### src/rtl/pc_sequencer.sv
// Multicycle FETCH/DECODE/EXECUTE sequencer owning the PC and a circular return-address stack.
// 3 cycles per instruction; input-wait and halt stall in EXECUTE-side states until in_valid / resume.
module pc_sequencer #(
  parameter int unsigned ADDR_W    = 10,
  parameter int unsigned RAS_DEPTH = 4,
  parameter int unsigned RESET_PC  = 0
) (
  input  logic              clock,
  input  logic              reset,
  input  logic              instr_hlt,
  input  logic              instr_in,
  input  logic              instr_jr,
  input  logic              instr_jal,
  input  logic              instr_ret,
  input  logic              instr_jump,
  input  logic              instr_branch,
  input  logic              branch_taken,
  input  logic [ADDR_W-1:0] jump_target,
  input  logic [ADDR_W-1:0] reg_target,
  input  logic [ADDR_W-1:0] branch_offset,
  input  logic              in_valid,
  input  logic              resume,
  output logic [ADDR_W-1:0] pc,
  output logic              fetch_en,
  output logic              ir_load,
  output logic              exec_en,
  output logic              in_ack,
  output logic              halted,
  output logic              ras_overflow,
  output logic              ras_underflow,
  output logic [15:0]       retired
);

  localparam int unsigned PTR_W = (RAS_DEPTH > 1) ? $clog2(RAS_DEPTH) : 1;
  localparam int unsigned CNT_W = PTR_W + 1;
  localparam logic [CNT_W-1:0] RAS_FULL = CNT_W'(RAS_DEPTH);

  typedef enum logic [2:0] {
    S_FETCH, S_DECODE, S_EXEC, S_WAIT_IN, S_HALT
  } state_t;

  state_t             state_q, state_d;
  logic [ADDR_W-1:0]  pc_q, pc_d;
  logic [ADDR_W-1:0]  ras_q [RAS_DEPTH];
  logic [ADDR_W-1:0]  ras_d [RAS_DEPTH];
  logic [PTR_W-1:0]   sp_q, sp_d;
  logic [CNT_W-1:0]   cnt_q, cnt_d;
  logic               ovf_q, ovf_d;
  logic               unf_q, unf_d;
  logic [15:0]        retired_q, retired_d;

  logic               commit;
  logic               ack;
  logic               retire;
  logic [ADDR_W-1:0]  pc_inc;
  logic [PTR_W-1:0]   sp_dec;

  assign pc_inc = pc_q + ADDR_W'(1);
  assign sp_dec = sp_q - PTR_W'(1);

  always_comb begin
    state_d   = state_q;
    pc_d      = pc_q;
    ras_d     = ras_q;
    sp_d      = sp_q;
    cnt_d     = cnt_q;
    ovf_d     = ovf_q;
    unf_d     = unf_q;
    retired_d = retired_q;
    commit    = 1'b0;
    ack       = 1'b0;
    retire    = 1'b0;

    case (state_q)
      S_FETCH:  state_d = S_DECODE;
      S_DECODE: state_d = S_EXEC;
      S_EXEC: begin
        state_d = S_FETCH;
        if (instr_hlt) begin
          state_d = S_HALT;
        end else if (instr_in) begin
          if (in_valid) begin
            commit = 1'b1;
            ack    = 1'b1;
            pc_d   = pc_inc;
          end else begin
            state_d = S_WAIT_IN;
          end
        end else begin
          commit = 1'b1;
          if (instr_jr) begin
            pc_d = reg_target;
          end else if (instr_jal) begin
            // Writing at sp when full lands on the oldest entry, giving circular overwrite.
            ras_d[sp_q] = pc_inc;
            sp_d        = sp_q + PTR_W'(1);
            if (cnt_q == RAS_FULL) ovf_d = 1'b1;
            else                   cnt_d = cnt_q + CNT_W'(1);
            pc_d = jump_target;
          end else if (instr_ret) begin
            if (cnt_q == '0) begin
              unf_d = 1'b1;
              pc_d  = pc_inc;
            end else begin
              sp_d  = sp_dec;
              cnt_d = cnt_q - CNT_W'(1);
              pc_d  = ras_q[sp_dec];
            end
          end else if (instr_jump) begin
            pc_d = jump_target;
          end else if (instr_branch && branch_taken) begin
            pc_d = pc_inc + branch_offset;
          end else begin
            pc_d = pc_inc;
          end
        end
      end
      S_WAIT_IN: begin
        if (in_valid) begin
          commit  = 1'b1;
          ack     = 1'b1;
          pc_d    = pc_inc;
          state_d = S_FETCH;
        end
      end
      S_HALT: begin
        if (resume) begin
          retire  = 1'b1;
          pc_d    = pc_inc;
          state_d = S_FETCH;
        end
      end
      default: state_d = S_FETCH;
    endcase

    if (commit || retire) retired_d = retired_q + 16'd1;
  end

  always_ff @(posedge clock) begin
    if (reset) begin
      state_q   <= S_FETCH;
      pc_q      <= ADDR_W'(RESET_PC);
      sp_q      <= '0;
      cnt_q     <= '0;
      ovf_q     <= 1'b0;
      unf_q     <= 1'b0;
      retired_q <= '0;
      for (int i = 0; i < RAS_DEPTH; i++) ras_q[i] <= '0;
    end else begin
      state_q   <= state_d;
      pc_q      <= pc_d;
      sp_q      <= sp_d;
      cnt_q     <= cnt_d;
      ovf_q     <= ovf_d;
      unf_q     <= unf_d;
      retired_q <= retired_d;
      ras_q     <= ras_d;
    end
  end

  // Strobes are forced low while reset is asserted, whatever state the FSM was in.
  assign fetch_en      = !reset && (state_q == S_FETCH);
  assign ir_load       = !reset && (state_q == S_DECODE);
  assign exec_en       = !reset && commit;
  assign in_ack        = !reset && ack;
  assign halted        = !reset && (state_q == S_HALT);
  assign pc            = pc_q;
  assign ras_overflow  = ovf_q;
  assign ras_underflow = unf_q;
  assign retired       = retired_q;

endmodule

### config.mk
export PLATFORM = sky130hd
export DESIGN_NAME = pc_sequencer
export DESIGN_NICKNAME = d
export VERILOG_FILES = /design/src/rtl/pc_sequencer.sv
export SDC_FILE = /design/constraint.sdc
export NUM_CORES = 1
export LEC_CHECK = 0
export CORE_UTILIZATION = 59
export CTS_BUF_LIST = sky130_fd_sc_hd__clkbuf_4 sky130_fd_sc_hd__clkbuf_8 sky130_fd_sc_hd__clkbuf_16
export DETAILED_ROUTE_END_ITERATION = 10
export PLACE_DENSITY_LB_ADDON = 0.05
export SLEW_MARGIN = 40
export SYNTH_ARGS = -nofsm -noshare
export SYNTH_HDL_FRONTEND = slang
export SYNTH_SLANG_ARGS = --single-unit
### constraint.sdc
create_clock -name clock -period 8.9 [get_ports clock]
set_input_delay 0.89 -clock clock [delete_from_list [all_inputs] [get_ports clock]]
set_output_delay 0.89 -clock clock [all_outputs]
set_load 0.02 [all_outputs]
; ---- Word level (Yosys, flattened, before mapping)
; Cells that the tools add are included.
[totals]
regBits = 76
elab_cells = 96
[op_classes]
addsub = 7
n_lt_le_gt_ge = 3
eq_ne = 10
n_mux = 39
bitwise_logic = 6
n_reduce_logical = 20
[ops]
columns = op, n
row1 = 2-to-1 mux 10 bit, 13
row2 = bitwise mux 40 bit, 1
row3 = case mux 10 bit (3 select lines), 1
row4 = 2-to-1 mux 3 bit, 7
row5 = binary-select mux 10 bit (select 2 bit), 1
row6 = demux 10 bit (select 2 bit), 1
row7 = "adder 16 x 1 -> 16 bit, second input constant", 1
row8 = case mux 3 bit (5 select lines), 1
row9 = AND reduction 7 bit, 2
row10 = AND reduction 6 bit, 2
row11 = "adder 10 x 1 -> 10 bit, second input constant", 1
row12 = adder 10 bit, 1
row13 = 2-to-1 mux 2 bit, 5
row14 = "inequality test 2 bit, second input constant", 5
row15 = logical AND 1 bit, 7
row16 = 2-to-1 mux 1 bit, 7
row17 = "== test 3 x 2 -> 1 bit, second input constant", 2
row18 = "== test 3 bit, second input constant", 2
row19 = ">= comparator 3 bit, second input constant", 2
row20 = zero test 3 bit, 2
row21 = inverter 2 -> 3 bit, 2
row22 = AND reduction 5 bit, 1
row23 = inverter 1 bit, 4
row24 = case mux 1 bit (2 select lines), 2
row25 = other kinds (12), 12

; ---- Longest topological paths before layout
[depth]
depth_word = 12
ltp_mapped = 14
mapped_depth_nobuf = 13

; ---- Least setup slack after synthesis
; Ideal clock, no wire load.
[synth_timing]
kind = input to output
start = input instr_in
end = output in_ack
t_arrival_ps = 2326
t_required_ps = 8010
path_slack_ps = 5684
path_stages = 5
path_buffers = 2
cell_sequence = buf_2 > buf_1 > nor2b_1 > nor2_1 > nor4b_1
[synth_via]
elab_chain_len = 4
[synth_rtl]
columns = item, line_no
row1 = from (decl), 11  ; input logic instr_in,
row2 = 2-to-1 mux 1 bit, 81  ; end else if (instr_in) begin
row3 = 2-to-1 mux 1 bit, 79  ; if (instr_hlt) begin
row4 = case mux 1 bit (2 select lines), 74  ; case (state_q)
row5 = logical AND 1 bit, 165  ; assign in_ack = !reset && ack;
row6 = to (decl), 27  ; output logic in_ack,
; No other way between the ends.

; ---- Worst setup path in the final report
; Ends and elaborated chain as after synthesis.

==> out/results.ini <==
[drt]
ant_nets = 0
drc = 0
firstDrtPassIters = 5
dr_total_vias = 5005
drt_wl_total_um = 14400
drtIter0Drc = 613
viasPerCell = 6.58
wl_per_cell_um = 18.9

[worst_setup_path]
cp.arrival_ps = 3160
critPathLaunchType = input pin
end_kind = primary output
path_class = in -> out
rrSetupSlack_ps = 5040
required_ps = 8010
crit_fanout = 19

[sta]
rsz0062_at_grt = false
finClkSkew_ps = 14.6
clock.fmax_mhz = 247
timing.final.ws_setup_ps = 4850
setup_viol = 0
hold_viol_final = 0
slew_headroom_pct = 46.0
layout_min_cycle_time_ps = 4050
fin_crit_sh_pct = 45.6
drv_slew = 0
holdWs_ps = 487
tightest_slew_ps = 804
setup_tns_ps = 0

[global_routing]
antenna_found_initial = 0
grt_overflow = 0
grt_pass1_vias = 4524
grt_max_degree = 84
grt_use_total_pct = 33.6
grt_pass1_wl_um = 22700

[layout]
synthToLayoutAreaGrowth_pct = 18.9
n_antenna_cell = 0
fin_util_pct = 74.3
fill_cells = 602
nets = 714
final_cell_area_um2 = 5860
stdcell_count = 761
drive_above_1_share_pct = 6.22

[place]
dp_hpwl_um = 10100
port_buffers = 74
globalplace.congestion = 0.919
placed_area_um2 = 5600
dp.cells = 746
place_ws_ps = 4880

[die]
dieArea_um2 = 8730
die_y_um = 93.4
die_w_um = 93.4
pin_count = 75
core-area_um2 = 7890
initial_core_util_pct = 62.5
core.rowCount = 32

[logic_synthesis]
synth_edf_count = 0
ys_types = 64
synth_flop_cell = dfxtp_1
avgSynthCellArea_um2 = 8.07
netlist_area_um2 = 4930
yosysWarnings = 0
syn_inst = 611
synth_nets = 670
yosysSeqAreaShare_pct = 30.9
ys_async_sr_fraction_pct = 0
ys_ff_latch = 76

[cts]
ctsResizeCount = 0
clock_tree.root_cell = clkbuf_8
post_cts_buffers = 0
numCtsBuffers = 9
clockBufferDepth = 2
clk_pin_slew_ps = 70
hold_buffers = 0
cts_tree = yes
htree_levels = 3
clk_latency_ps = 360
cts.sinks = 76

[power]
p_leak_nw = 2.07
power.density_nw_per_um2 = 149
peakVddDrop_mv = 0.0876
total_power_mw = 0.873

[hold_path]
hold_path_class = reg -> reg

[outcome]
status = finished clean

[flow_run]
drv_cap = 0

==> flip-flops by register name (all words and copies together), names as in the netlist <==
name and flops:
cnt_q 3, ras_underflow 1, ras_q 40, state_q 3, retired 16, pc 10, sp_q 2, ras_overflow 1
==> layout by cell type, fill, tap and decap left out, types with 6 or more instances in the layout <==
| master | instances |
|---|---|
| o211ai_1 | 8 |
| nand2_1 | 41 |
| or3_1 | 9 |
| a21oi_1 | 34 |
| dfxtp_1 | 75 |
| clkdlybuf4s50_1 | 72 |
| a211oi_1 | 39 |
| nor3_1 | 18 |
| mux2i_1 | 12 |
| mux4_2 | 10 |
| nor2_1 | 103 |
| and3_1 | 11 |
| xnor2_1 | 8 |
| xor2_1 | 19 |
| o21ai_0 | 39 |
| ha_1 | 15 |
| nand3_1 | 15 |
| inv_1 | 19 |
| clkbuf_8 | 9 |
| a221oi_1 | 6 |
==> worst max-delay path: stages <==
cell	delay [ps]
clkdlybuf4s50_1	890
nor2b_1	250
nor2_1	90
nor4b_1	360
clkdlybuf4s50_1	680
==> power by group <==
group | switching [mW] | internal [mW]
clock | 0.140 | 0.214
sequential | 0.0149 | 0.345
combinational | 0.0926 | 0.0660
==> synthesized netlist by cell type, types with 6 or more instances <==
cell / n / area [um2]
mux2i_1: 12 / 120
a211oi_1: 39 / 293
dfxtp_1: 76 / 1520
and3_1: 11 / 68.8
ha_1: 15 / 188
mux4_2: 10 / 225
o211ai_1: 8 / 60.1
buf_4: 10 / 75.1
xor2_1: 19 / 166
buf_2: 8 / 40.0
clkbuf_1: 20 / 75.1
nand3_1: 15 / 75.1
xnor2_1: 8 / 70.1
o21ai_0: 39 / 195
nor3_1: 18 / 90.1
a21oi_1: 34 / 170
a221oi_1: 6 / 52.6
inv_1: 19 / 71.3
nand2_1: 41 / 154
nor2_1: 103 / 387
or3_1: 9 / 56.3
==> final timing paths <==
| kind | from | endpoint | depth (start not counted) |
|---|---|---|---|
| worst min register to register | ras_overflow | ras_overflow | 2 |
| worst max register to register | pc[0] | pc[9] | 12 |
| worst min-delay path | ras_overflow | ras_overflow | 2 |
| worst max-delay path | instr_in | in_ack | 5 |
==> per-layer routing <==
layer / GRT usage (%) / up-vias / wire (um)
li1: - / 2333 / -
met1: 45.2 / 2312 / 6010
met2: 54.2 / 309 / 6550
met3: 6.02 / 51 / 1420
met4: 11.2 / 0 / 380
met5: 0 / - / 0
==> cell type report <==
| cell class | count | area, um2 | share of cell area, % |
|---|---|---|---|
| Clock buffer | 9 | 124 | 2.11 |
| Clock inverter | 6 | 138 | 2.35 |
| Inverter | 19 | 71.3 | 1.22 |
| Multi-Input combinational cell | 473 | 3130 | 53.4 |
| Sequential cell | 76 | 1520 | 26.0 |
| Tap cell | 102 | 128 | 2.18 |
| Timing Repair Buffer | 76 | 749 | 12.8 |
==> cell families after synthesis <==
| kind of cell | count (synthesis) | synth area share, % |
|---|---|---|
| mux | 22 | 7.01 |
| xor+xnor | 29 | 5.46 |
| buf+inv | 62 | 5.69 |
| fa+ha+maj | 17 | 4.62 |
| compound gates | 176 | 23.9 |
| flops | 76 | 30.9 |
| simple gates | 229 | 22.5 |
Note: power is estimated with default switching activity, not from simulation.
